--- config.mk ---
export PLATFORM = sky130hd
export DESIGN_NAME = mc_control_fsm_flat
export DESIGN_NICKNAME = d
export VERILOG_FILES = /design/src/rtl/control_pkg.sv /design/src/rtl/mc_control_fsm_if.sv /design/src/rtl/alu_decoder.sv /design/src/rtl/mc_control_fsm.sv /design/src/flat_wrapper.sv
export SDC_FILE = /design/constraint.sdc
export NUM_CORES = 1
export LEC_CHECK = 0
export BUFFER_PORTS_ARGS = -buffer_cell sky130_fd_sc_hd__clkbuf_2
export CAP_MARGIN = 30
export CORE_UTILIZATION = 45
export DETAILED_ROUTE_END_ITERATION = 12
export HOLD_SLACK_MARGIN = 0.03
export PLACE_DENSITY = 0.88
export REMOVE_ABC_BUFFERS = 1
export SKIP_LAST_GASP = 1
export SYNTH_ARGS = -nofsm -noshare
export SYNTH_HDL_FRONTEND = slang
export SYNTH_SLANG_ARGS = --single-unit
--- constraint.sdc ---
create_clock -name clk -period 1.3 [get_ports clk]
set_clock_uncertainty 0.1 [all_clocks]
set_input_delay 0.065 -clock clk [delete_from_list [all_inputs] [get_ports clk]]
set_output_delay 0.065 -clock clk [all_outputs]
set_load 0.1 [all_outputs]
--- src/rtl/control_pkg.sv ---
// control_pkg
// Shared definitions for the multicycle RISC-V control unit and the ALU.
// Contents:
//   state_t          - FSM state enumeration
//   OP_*             - supported major opcodes
//   ALU_*            - ALU control codes (shared with the ALU)
//   BR_*             - branch funct3 codes carried on alu_control in branch mode
//   RES_*/SRCA_*/SRCB_*/IMM_* - datapath mux select encodings
//   imm_src_of()     - immediate format for an opcode
//   branch_f3_legal()- whether a branch funct3 is supported
package control_pkg;

    typedef enum logic [3:0] {
        S_FETCH,
        S_DECODE,
        S_MEMADR,
        S_MEMREAD,
        S_MEMWB,
        S_MEMWRITE,
        S_EXECUTER,
        S_EXECUTEI,
        S_ALUWB,
        S_BRANCH,
        S_JAL,
        S_TRAP
    } state_t;

    localparam logic [6:0] OP_LOAD   = 7'b0000011;
    localparam logic [6:0] OP_STORE  = 7'b0100011;
    localparam logic [6:0] OP_RTYPE  = 7'b0110011;
    localparam logic [6:0] OP_ITYPE  = 7'b0010011;
    localparam logic [6:0] OP_BRANCH = 7'b1100011;
    localparam logic [6:0] OP_JAL    = 7'b1101111;

    localparam logic [2:0] ALU_ADD = 3'b000;
    localparam logic [2:0] ALU_SUB = 3'b001;
    localparam logic [2:0] ALU_AND = 3'b010;
    localparam logic [2:0] ALU_OR  = 3'b011;
    localparam logic [2:0] ALU_SLT = 3'b101;

    localparam logic [2:0] BR_BEQ  = 3'b000;
    localparam logic [2:0] BR_BNE  = 3'b001;
    localparam logic [2:0] BR_BLT  = 3'b100;
    localparam logic [2:0] BR_BGE  = 3'b101;
    localparam logic [2:0] BR_BLTU = 3'b110;
    localparam logic [2:0] BR_BGEU = 3'b111;

    localparam logic [1:0] RES_ALUOUT    = 2'b00;
    localparam logic [1:0] RES_DATA      = 2'b01;
    localparam logic [1:0] RES_ALURESULT = 2'b10;

    localparam logic [1:0] SRCA_PC    = 2'b00;
    localparam logic [1:0] SRCA_OLDPC = 2'b01;
    localparam logic [1:0] SRCA_RD1   = 2'b10;

    localparam logic [1:0] SRCB_RD2  = 2'b00;
    localparam logic [1:0] SRCB_IMM  = 2'b01;
    localparam logic [1:0] SRCB_FOUR = 2'b10;

    localparam logic [2:0] IMM_I = 3'b000;
    localparam logic [2:0] IMM_S = 3'b001;
    localparam logic [2:0] IMM_B = 3'b010;
    localparam logic [2:0] IMM_J = 3'b011;

    // Immediate format depends only on the opcode; unknown opcodes fall back to I.
    function automatic logic [2:0] imm_src_of(input logic [6:0] opcode);
        case (opcode)
            OP_STORE:  return IMM_S;
            OP_BRANCH: return IMM_B;
            OP_JAL:    return IMM_J;
            default:   return IMM_I;
        endcase
    endfunction

    function automatic logic branch_f3_legal(input logic [2:0] funct3);
        case (funct3)
            BR_BEQ, BR_BNE, BR_BLT, BR_BGE, BR_BLTU, BR_BGEU: return 1'b1;
            default: return 1'b0;
        endcase
    endfunction

endpackage

--- src/rtl/mc_control_fsm_if.sv ---
// mc_control_fsm_if
// Bundles the instruction fields, datapath flags and every control output
// between the multicycle control unit and the datapath.
//   master - the control FSM: reads opcode/funct3/funct7b5/zero/mem_ready,
//            drives enables, mux selects, ALU control, instr_done and trap.
//   slave  - the datapath side of the same wires.
interface mc_control_fsm_if;

    logic [6:0] opcode;
    logic [2:0] funct3;
    logic       funct7b5;
    logic       zero;
    logic       mem_ready;

    logic       pc_write;
    logic       adr_src;
    logic       mem_write;
    logic       ir_write;
    logic       reg_write;
    logic [1:0] result_src;
    logic [1:0] alu_src_a;
    logic [1:0] alu_src_b;
    logic [2:0] imm_src;
    logic [2:0] alu_control;
    logic       alu_op;
    logic       instr_done;
    logic       trap;

    modport master (
        input  opcode, funct3, funct7b5, zero, mem_ready,
        output pc_write, adr_src, mem_write, ir_write, reg_write,
               result_src, alu_src_a, alu_src_b, imm_src,
               alu_control, alu_op, instr_done, trap
    );

    modport slave (
        output opcode, funct3, funct7b5, zero, mem_ready,
        input  pc_write, adr_src, mem_write, ir_write, reg_write,
               result_src, alu_src_a, alu_src_b, imm_src,
               alu_control, alu_op, instr_done, trap
    );

endinterface

--- src/rtl/alu_decoder.sv ---
// alu_decoder
// Combinational ALU control decode for R-type, I-type and branch instructions.
// Inputs:  opcode, funct3, funct7b5 (instruction bit 30)
// Outputs: alu_control - ALU operation (branch: funct3 passed through)
//          illegal     - funct3 not supported for this R/I/branch opcode
module alu_decoder
    import control_pkg::*;
(
    input  logic [6:0] opcode,
    input  logic [2:0] funct3,
    input  logic       funct7b5,
    output logic [2:0] alu_control,
    output logic       illegal
);

    // Bit 30 only distinguishes sub from add for R-type; addi ignores it since
    // bit 30 is part of the immediate there.
    always_comb begin
        alu_control = ALU_ADD;
        illegal     = 1'b0;
        if (opcode == OP_BRANCH) begin
            alu_control = funct3;
            illegal     = !branch_f3_legal(funct3);
        end else if (opcode == OP_RTYPE || opcode == OP_ITYPE) begin
            case (funct3)
                3'b000:  alu_control = (opcode == OP_RTYPE && funct7b5) ? ALU_SUB : ALU_ADD;
                3'b010:  alu_control = ALU_SLT;
                3'b110:  alu_control = ALU_OR;
                3'b111:  alu_control = ALU_AND;
                default: illegal = 1'b1;
            endcase
        end
    end

endmodule

--- src/rtl/mc_control_fsm.sv ---
// mc_control_fsm
// Multicycle control unit: sequences fetch/decode/execute/memory/writeback
// for lw, sw, R-type, I-type ALU, branches and jal; anything else parks the
// FSM in a sticky TRAP state until reset.
// Ports:
//   clk - rising-edge clock
//   rst - synchronous active-high reset
//   bus - mc_control_fsm_if.master: instruction fields, zero, mem_ready in;
//         enables, mux selects, ALU control, instr_done and trap out
module mc_control_fsm
    import control_pkg::*;
(
    input  logic                   clk,
    input  logic                   rst,
    mc_control_fsm_if.master       bus
);

    state_t     state;
    logic [2:0] dec_alu_control;
    logic       dec_illegal;

    logic       pc_write_c;
    logic       mem_write_c;
    logic       ir_write_c;
    logic       reg_write_c;
    logic       instr_done_c;
    logic       trap_c;

    alu_decoder u_alu_decoder (
        .opcode      (bus.opcode),
        .funct3      (bus.funct3),
        .funct7b5    (bus.funct7b5),
        .alu_control (dec_alu_control),
        .illegal     (dec_illegal)
    );

    // State register and next-state logic; unsupported opcodes or funct3
    // values are caught in DECODE so no side effect is ever issued for them.
    always_ff @(posedge clk) begin
        if (rst) begin
            state <= S_FETCH;
        end else begin
            case (state)
                S_FETCH:    if (bus.mem_ready) state <= S_DECODE;
                S_DECODE: begin
                    case (bus.opcode)
                        OP_LOAD, OP_STORE: state <= S_MEMADR;
                        OP_RTYPE:  state <= dec_illegal ? S_TRAP : S_EXECUTER;
                        OP_ITYPE:  state <= dec_illegal ? S_TRAP : S_EXECUTEI;
                        OP_BRANCH: state <= dec_illegal ? S_TRAP : S_BRANCH;
                        OP_JAL:    state <= S_JAL;
                        default:   state <= S_TRAP;
                    endcase
                end
                S_MEMADR:   state <= (bus.opcode == OP_STORE) ? S_MEMWRITE : S_MEMREAD;
                S_MEMREAD:  if (bus.mem_ready) state <= S_MEMWB;
                S_MEMWB:    state <= S_FETCH;
                S_MEMWRITE: if (bus.mem_ready) state <= S_FETCH;
                S_EXECUTER: state <= S_ALUWB;
                S_EXECUTEI: state <= S_ALUWB;
                S_ALUWB:    state <= S_FETCH;
                S_BRANCH:   state <= S_FETCH;
                S_JAL:      state <= S_ALUWB;
                S_TRAP:     state <= S_TRAP;
                default:    state <= S_FETCH;
            endcase
        end
    end

    // Per-state outputs. Most are pure functions of the state; the FETCH
    // enables, the branch pc_write and the sw completion pulse also follow
    // mem_ready/zero in the same cycle.
    always_comb begin
        pc_write_c       = 1'b0;
        mem_write_c      = 1'b0;
        ir_write_c       = 1'b0;
        reg_write_c      = 1'b0;
        instr_done_c     = 1'b0;
        trap_c           = 1'b0;
        bus.adr_src      = 1'b0;
        bus.result_src   = RES_ALUOUT;
        bus.alu_src_a    = SRCA_PC;
        bus.alu_src_b    = SRCB_RD2;
        bus.alu_control  = ALU_ADD;
        bus.alu_op       = 1'b0;
        case (state)
            S_FETCH: begin
                bus.alu_src_b  = SRCB_FOUR;
                bus.result_src = RES_ALURESULT;
                ir_write_c     = bus.mem_ready;
                pc_write_c     = bus.mem_ready;
            end
            S_DECODE: begin
                bus.alu_src_a = SRCA_OLDPC;
                bus.alu_src_b = SRCB_IMM;
            end
            S_MEMADR: begin
                bus.alu_src_a = SRCA_RD1;
                bus.alu_src_b = SRCB_IMM;
            end
            S_MEMREAD: begin
                bus.adr_src = 1'b1;
            end
            S_MEMWB: begin
                bus.result_src = RES_DATA;
                reg_write_c    = 1'b1;
                instr_done_c   = 1'b1;
            end
            S_MEMWRITE: begin
                bus.adr_src  = 1'b1;
                mem_write_c  = 1'b1;
                instr_done_c = bus.mem_ready;
            end
            S_EXECUTER: begin
                bus.alu_src_a   = SRCA_RD1;
                bus.alu_control = dec_alu_control;
            end
            S_EXECUTEI: begin
                bus.alu_src_a   = SRCA_RD1;
                bus.alu_src_b   = SRCB_IMM;
                bus.alu_control = dec_alu_control;
            end
            S_ALUWB: begin
                reg_write_c  = 1'b1;
                instr_done_c = 1'b1;
            end
            S_BRANCH: begin
                bus.alu_src_a   = SRCA_RD1;
                bus.alu_op      = 1'b1;
                bus.alu_control = bus.funct3;
                pc_write_c      = ~bus.zero;
                instr_done_c    = 1'b1;
            end
            S_JAL: begin
                bus.alu_src_a = SRCA_OLDPC;
                bus.alu_src_b = SRCB_FOUR;
                pc_write_c    = 1'b1;
            end
            S_TRAP: begin
                trap_c = 1'b1;
            end
            default: begin
            end
        endcase
    end

    // Reset masks every side effect in the reset cycle itself, so an access
    // that is stalled when reset arrives is never completed.
    assign bus.pc_write   = pc_write_c   & ~rst;
    assign bus.mem_write  = mem_write_c  & ~rst;
    assign bus.ir_write   = ir_write_c   & ~rst;
    assign bus.reg_write  = reg_write_c  & ~rst;
    assign bus.instr_done = instr_done_c & ~rst;
    assign bus.trap       = trap_c       & ~rst;
    assign bus.imm_src    = imm_src_of(bus.opcode);

endmodule

--- src/flat_wrapper.sv ---
// flat-port wrapper written by rule: the top's interface ports become plain ports
module mc_control_fsm_flat import control_pkg::*;
  (clk, rst, bus_opcode, bus_funct3, bus_funct7b5, bus_zero, bus_mem_ready, bus_pc_write, bus_adr_src, bus_mem_write, bus_ir_write, bus_reg_write, bus_result_src, bus_alu_src_a, bus_alu_src_b, bus_imm_src, bus_alu_control, bus_alu_op, bus_instr_done, bus_trap);
  mc_control_fsm_if bus_i ();
  input  logic clk;
  input  logic rst;
  input wire logic [$bits(bus_i.opcode)-1:0] bus_opcode;
  input wire logic [$bits(bus_i.funct3)-1:0] bus_funct3;
  input wire logic [$bits(bus_i.funct7b5)-1:0] bus_funct7b5;
  input wire logic [$bits(bus_i.zero)-1:0] bus_zero;
  input wire logic [$bits(bus_i.mem_ready)-1:0] bus_mem_ready;
  output wire logic [$bits(bus_i.pc_write)-1:0] bus_pc_write;
  output wire logic [$bits(bus_i.adr_src)-1:0] bus_adr_src;
  output wire logic [$bits(bus_i.mem_write)-1:0] bus_mem_write;
  output wire logic [$bits(bus_i.ir_write)-1:0] bus_ir_write;
  output wire logic [$bits(bus_i.reg_write)-1:0] bus_reg_write;
  output wire logic [$bits(bus_i.result_src)-1:0] bus_result_src;
  output wire logic [$bits(bus_i.alu_src_a)-1:0] bus_alu_src_a;
  output wire logic [$bits(bus_i.alu_src_b)-1:0] bus_alu_src_b;
  output wire logic [$bits(bus_i.imm_src)-1:0] bus_imm_src;
  output wire logic [$bits(bus_i.alu_control)-1:0] bus_alu_control;
  output wire logic [$bits(bus_i.alu_op)-1:0] bus_alu_op;
  output wire logic [$bits(bus_i.instr_done)-1:0] bus_instr_done;
  output wire logic [$bits(bus_i.trap)-1:0] bus_trap;
  assign bus_i.opcode = bus_opcode;
  assign bus_i.funct3 = bus_funct3;
  assign bus_i.funct7b5 = bus_funct7b5;
  assign bus_i.zero = bus_zero;
  assign bus_i.mem_ready = bus_mem_ready;
  assign bus_pc_write = bus_i.pc_write;
  assign bus_adr_src = bus_i.adr_src;
  assign bus_mem_write = bus_i.mem_write;
  assign bus_ir_write = bus_i.ir_write;
  assign bus_reg_write = bus_i.reg_write;
  assign bus_result_src = bus_i.result_src;
  assign bus_alu_src_a = bus_i.alu_src_a;
  assign bus_alu_src_b = bus_i.alu_src_b;
  assign bus_imm_src = bus_i.imm_src;
  assign bus_alu_control = bus_i.alu_control;
  assign bus_alu_op = bus_i.alu_op;
  assign bus_instr_done = bus_i.instr_done;
  assign bus_trap = bus_i.trap;
  mc_control_fsm u_core (.clk(clk), .rst(rst), .bus(bus_i));
endmodule
==> Implementation_results.wiki, run 1 <==
{| class="wikitable"
! Metric !! Value
|-
| Run status || aborted with a tool error
|-
| Library cell occupying the most area in the post-synthesis netlist || sky130_fd_sc_hd__dfxtp_1
|-
| Synth Cell Area || 721 µm²
|-
| Number of instances in the synthesized netlist || ~110
|-
| Number of buffers inserted by post-CTS setup repair || 17
|-
| Number of warnings reported in the yosys synthesis log || 0
|-
| Count of state elements after synthesis || 4
|-
| Buffers added on ports || 33
|-
| Clock Tree Root || sky130_fd_sc_hd__clkbuf_4
|-
| Effective utilization at floorplan || 0.478
|-
| Most numerous cell types in the synthesized netlist || 12 x sky130_fd_sc_hd__nor2_1, 10 x sky130_fd_sc_hd__nand2b_1, 7 x sky130_fd_sc_hd__a21oi_1
|-
| Synth unique cells || 40
|-
| IO Count || 35
|-
| Last flow stage reached || 4_1_cts
|-
| Mean area per synthesized cell || 6.49 µm²
|-
| Maximum number of buffers from clock root to sink || 2
|-
| Async SR Flop Fraction || 0
|-
| Commonest register cell after synthesis || sky130_fd_sc_hd__dfxtp_1
|-
| Number of CTS-inserted buffers || 3
|-
| Most common cell in the synthesized netlist || sky130_fd_sc_hd__nor2_1
|-
| Total of cells resized after clock tree synthesis || between 50 and 60
|-
| Fraction of synthesized cell area taken by the top area cell type || 0.111
|-
| Clock Sinks || 4
|-
| Proportion of synthesized chip area in sequential cells || 0.111
|-
| Total number of placement rows || 14
|-
| Placer's final routability congestion estimate || 0.916
|-
| Number of H-tree levels || 1
|-
| Error || [ERROR DPL-0038] Utilization greater than 100%, impossible to legalize
|-
| Post-CTS Hold Buffers || 0
|-
| Number of synthesized flops with an enable pin || 0
|-
| Die Span Y || between 40 and 50 µm
|-
| Dominant cells by area after synthesis || sky130_fd_sc_hd__dfxtp_1 11%, sky130_fd_sc_hd__nand2b_1 8.7%, sky130_fd_sc_hd__nor2_1 6.3%
|-
| Overall die width || roughly 42 µm
|-
| Half-perimeter wire length of the detailed placement result || 2420 µm
|}
-- cells by family after synthesis --
group           synth area share
simple gates               0.493
compound gates             0.271
buf+inv                   0.0712
xor+xnor                  0.0486
flops                      0.111
other cells              0.00520
-- per-stage QoR --
step           instance area (µm²)  hold slack (ns)   util  instances  worst slack (ns)
3_3_place_gp                  1400            0.266  0.926        185            -0.143
2_1_floorplan                  684           0.0341      -        104             -2.24
3_5_place_dp                  1400            0.284  0.926        185            -0.225
==> run 2, diff against run 1 <==
--- a/config.mk
+++ b/config.mk
@@ -7,10 +7,10 @@
 export LEC_CHECK = 0
 export BUFFER_PORTS_ARGS = -buffer_cell sky130_fd_sc_hd__clkbuf_2
 export CAP_MARGIN = 30
-export CORE_UTILIZATION = 45
+export CORE_AREA = 2 2 63 65
 export DETAILED_ROUTE_END_ITERATION = 12
-export HOLD_SLACK_MARGIN = 0.03
-export PLACE_DENSITY = 0.88
+export DIE_AREA = 0 0 65 67
+export PLACE_DENSITY_LB_ADDON = 0.15
 export REMOVE_ABC_BUFFERS = 1
 export SKIP_LAST_GASP = 1
 export SYNTH_ARGS = -nofsm -noshare
==> Implementation_results.wiki, run 2 <==
{| class="wikitable"
! Metric !! Value
|-
| Setup violators final || 20
|-
| CP endpoint kind || primary output
|-
| Total routing resource utilization after global routing || 0.150
|-
| Fraction of synthesized cell area taken by the top area cell type || 0.111 (unchanged)
|-
| Commonest non-fill, non-tap cell in the layout || sky130_fd_sc_hd__buf_4
|-
| Initial antenna violation count || 0
|-
| Drt total wl || 3070 µm
|-
| Maximum number of buffers from clock root to sink || 2 (unchanged)
|-
| Ordered list of cells on the worst path || buf_8, buf_4, nor3_4, and3_4, nand2b_4, buf_12
|-
| Insertion delay of the later-clocked pin in the worst-skew pair || 0.22 ns
|-
| Most common cell in the synthesized netlist || sky130_fd_sc_hd__nor2_1 (unchanged)
|-
| Total negative slack || -4.68 ns
|-
| Routed wire length per instance || between 10 and 15 µm
|-
| Mean area per synthesized cell || 6.49 µm² (unchanged)
|-
| Starting DRT DRC Count || 23
|-
| Clock Sinks || 4 (unchanged)
|-
| Commonest register cell after synthesis || sky130_fd_sc_hd__dfxtp_1 (unchanged)
|-
| Synth Cell Area || 721 µm² (unchanged)
|-
| Half-perimeter wire length of the detailed placement result || 2160 µm (was 2420 µm)
|-
| Placer's final routability congestion estimate || 0.867 (was 0.916)
|-
| Count of state elements after synthesis || 4 (unchanged)
|-
| Count of nets left with antenna violations after detail routing || 0
|-
| Residual DRC count || 0
|-
| GRT Residual Overflow || 0
|-
| Crit-path slowest cell || sky130_fd_sc_hd__dfxtp_4
|-
| Most numerous cell types in the synthesized netlist || 12 x sky130_fd_sc_hd__nor2_1, 10 x sky130_fd_sc_hd__nand2b_1, 7 x sky130_fd_sc_hd__a21oi_1 (unchanged)
|-
| Clock-pin slew on the worst setup and hold paths || 0.03 ns
|-
| Total via count after detailed routing || 1116
|-
| Buffers added on ports || 33 (unchanged)
|-
| Post-CTS Hold Buffers || 0 (unchanged)
|-
| Global-route wire length before repair || 5020 µm
|-
| Setup repair after global routing missed its margin || yes
|-
| Hold crit path type || in -> reg
|-
| Final setup margin || -0.330 ns
|-
| Async SR Flop Fraction || 0 (unchanged)
|-
| IO Count || 35 (unchanged)
|-
| Clock Tree Root || sky130_fd_sc_hd__clkbuf_8 (was sky130_fd_sc_hd__clkbuf_4)
|-
| Required time of the critical path || between 1 and 1.5 ns
|-
| Worst-case vdd ir drop || 0.762 mV
|-
| Max reg flops || 4
|-
| Max Clk Rate || between 600 and 700 MHz
|-
| Leading cell types in the layout, fill and taps excluded || 33 x sky130_fd_sc_hd__buf_4, 19 x sky130_fd_sc_hd__buf_12, 14 x sky130_fd_sc_hd__clkbuf_2
|-
| Antenna Diode Count || 0
|-
| Run status || finished with violations (was aborted with a tool error)
|-
| Shortest clock period the worst path allows after layout || 1.63 ns
|-
| Number of endpoints with negative hold slack in the final report || 0
|-
| Number of CTS-inserted buffers || 3 (unchanged)
|-
| Register ranked first by flip-flop count || u_core.state
|-
| Leakage Power || 0.792 nW
|-
| Core occupancy in the finished layout || 0.532
|-
| Sum of internal, switching and leakage power || 2.76 mW
|-
| Net count reported at finish || between 200 and 250
|-
| Number of synthesized flops with an enable pin || 0 (unchanged)
|-
| Number of warnings reported in the yosys synthesis log || 0 (unchanged)
|-
| Effective utilization at floorplan || 0.200 (was 0.478)
|-
| Number of instances in the synthesized netlist || 111 (unchanged)
|-
| Worst-path fanout max || 5
|-
| Die Span Y || 67 µm (was 42.0 µm)
|-
| Core area || ~3600 µm²
|-
| Maximum number of pins on one net before global-route repair || 9
|-
| Final period util || 1.25
|-
| Library cell occupying the most area in the post-synthesis netlist || sky130_fd_sc_hd__dfxtp_1 (unchanged)
|-
| Proportion of synthesized chip area in sequential cells || 0.111 (unchanged)
|-
| Crit path buffers/inverters || 3
|-
| Arrival @ worst endpoint || around 1.5 ns
|-
| Overall die width || 65 µm (was 42.0 µm)
|-
| Drt first pass iters || 4
|-
| Power per cell area || 1440 nW/µm²
|-
| MaxCap Viol Count || 0
|-
| Layout cells sized above 1 || 0.668
|-
| DIE AREA || roughly 4400 µm²
|-
| Number of fill cells || 322
|-
| Maximum cell stage delay along the critical path || 0.33 ns
|-
| Top flop regs || u_core.state: 4 flops
|-
| Dominant cells by area after synthesis || sky130_fd_sc_hd__dfxtp_1 11%, sky130_fd_sc_hd__nand2b_1 8.7%, sky130_fd_sc_hd__nor2_1 6.3% (unchanged)
|-
| Synth unique cells || 40 (unchanged)
|-
| Synth-to-layout area growth || 166%
|-
| Number of global-route vias before repair || 1117
|-
| Clock tree from TritonCTS || done
|-
| Failing checks || negative setup slack
|-
| Via count normalized by instance count || 4.75
|-
| Number of H-tree levels || 1 (unchanged)
|-
| Classification of the worst setup path || reg -> out
|-
| Final Max Slew Viols || 0
|-
| Total number of placement rows || 22 (was 14)
|-
| Startpoint types || flop
|-
| Gate family responsible for the most delay along the worst path || simple AND/OR/NAND/NOR gates
|}
run 2: area by class of cell:
cell class | instances | area (µm²) | share of cell area
inverters | 4 | 15.0 | 0.00783
clock buffers | 3 | 41.3 | 0.0215
multi-input cells | 96 | 855 | 0.446
repair buffers | 80 | 852 | 0.444
well taps | 48 | 60.1 | 0.0313
flip-flops and latches | 4 | 95.1 | 0.0496
run 2: worst register-to-register path, cell delays in order (launching register included):
cell	delay, ns
sky130_fd_sc_hd__dfxtp_4	0.39
sky130_fd_sc_hd__buf_1	0.31
sky130_fd_sc_hd__nor2b_1	0.12
sky130_fd_sc_hd__a22o_1	0.21
sky130_fd_sc_hd__a22oi_2	0.14
sky130_fd_sc_hd__a31oi_1	0.10
run 2: through the flow:
| stage | cells | hold slack (ns) | instance area, µm² | worst slack [ns] |
|---|---|---|---|---|
| global placement | 224 | 0.327 | 1490 | -0.218 |
| CTS | 234 | 0.142 | 1780 | -0.314 |
| floorplan | 104 | 0.0341 | 684 | -2.24 |
| finish | 235 | 0.155 | 1920 | -0.330 |
| global route | 235 | 0.181 | 1920 | -0.376 |
| detailed placement | 224 | 0.327 | 1490 | -0.269 |
run 2: logic make-up (layout without fill, tap and decap cells):
kind of cell,after synthesis,count (layout),share of synthesized area
and+or+nand+nor,61,61,0.493
AOI/OAI and AO/OA,30,30,0.271
DFF,4,4,0.111
xor gates and xnor gates,4,4,0.0486
other,1,1,0.00520
buffers and inverters,11,87,0.0712
run 2: metal layers:
metal  up-vias  GRT usage  part of all wire
met5         -          0                 0
met4         0     0.0612             0.022
met3         6     0.0338             0.058
met2        36      0.262              0.52
met1       514      0.177              0.40
li1        560          -                 -
run 2: path summary, 6_finish.rpt:
check,from,to,slack (ns),cells after the start
setup / recovery,u_core.state[0],bus_pc_write,-0.33,6
hold / removal,bus_opcode[0],u_core.state[0],0.16,4
setup reg to reg,u_core.state[3],u_core.state[0],-0.20,5
hold reg to reg,u_core.state[2],u_core.state[2],0.68,4
run 2: timing repair:
item / 4_1_cts / 5_1_grt
endpoints found under the setup margin: 20 / 21
buffers inserted: 7 / 4
endpoints found under the hold margin: 0 / 0
pin swaps: 10 / 13
cloned: 0 / 0
gates resized for setup: 48 / 26
run 2: where the power goes:
group | total (mW) | internal, mW | switching, mW
Combinational | 2.30 | 1.01 | 1.29
Clock | 0.271 | 0.198 | 0.0730
Sequential | 0.192 | 0.157 | 0.0356
Total | 2.76 | 1.36 | 1.40
No activity file was read; power rests on OpenSTA's default activity.
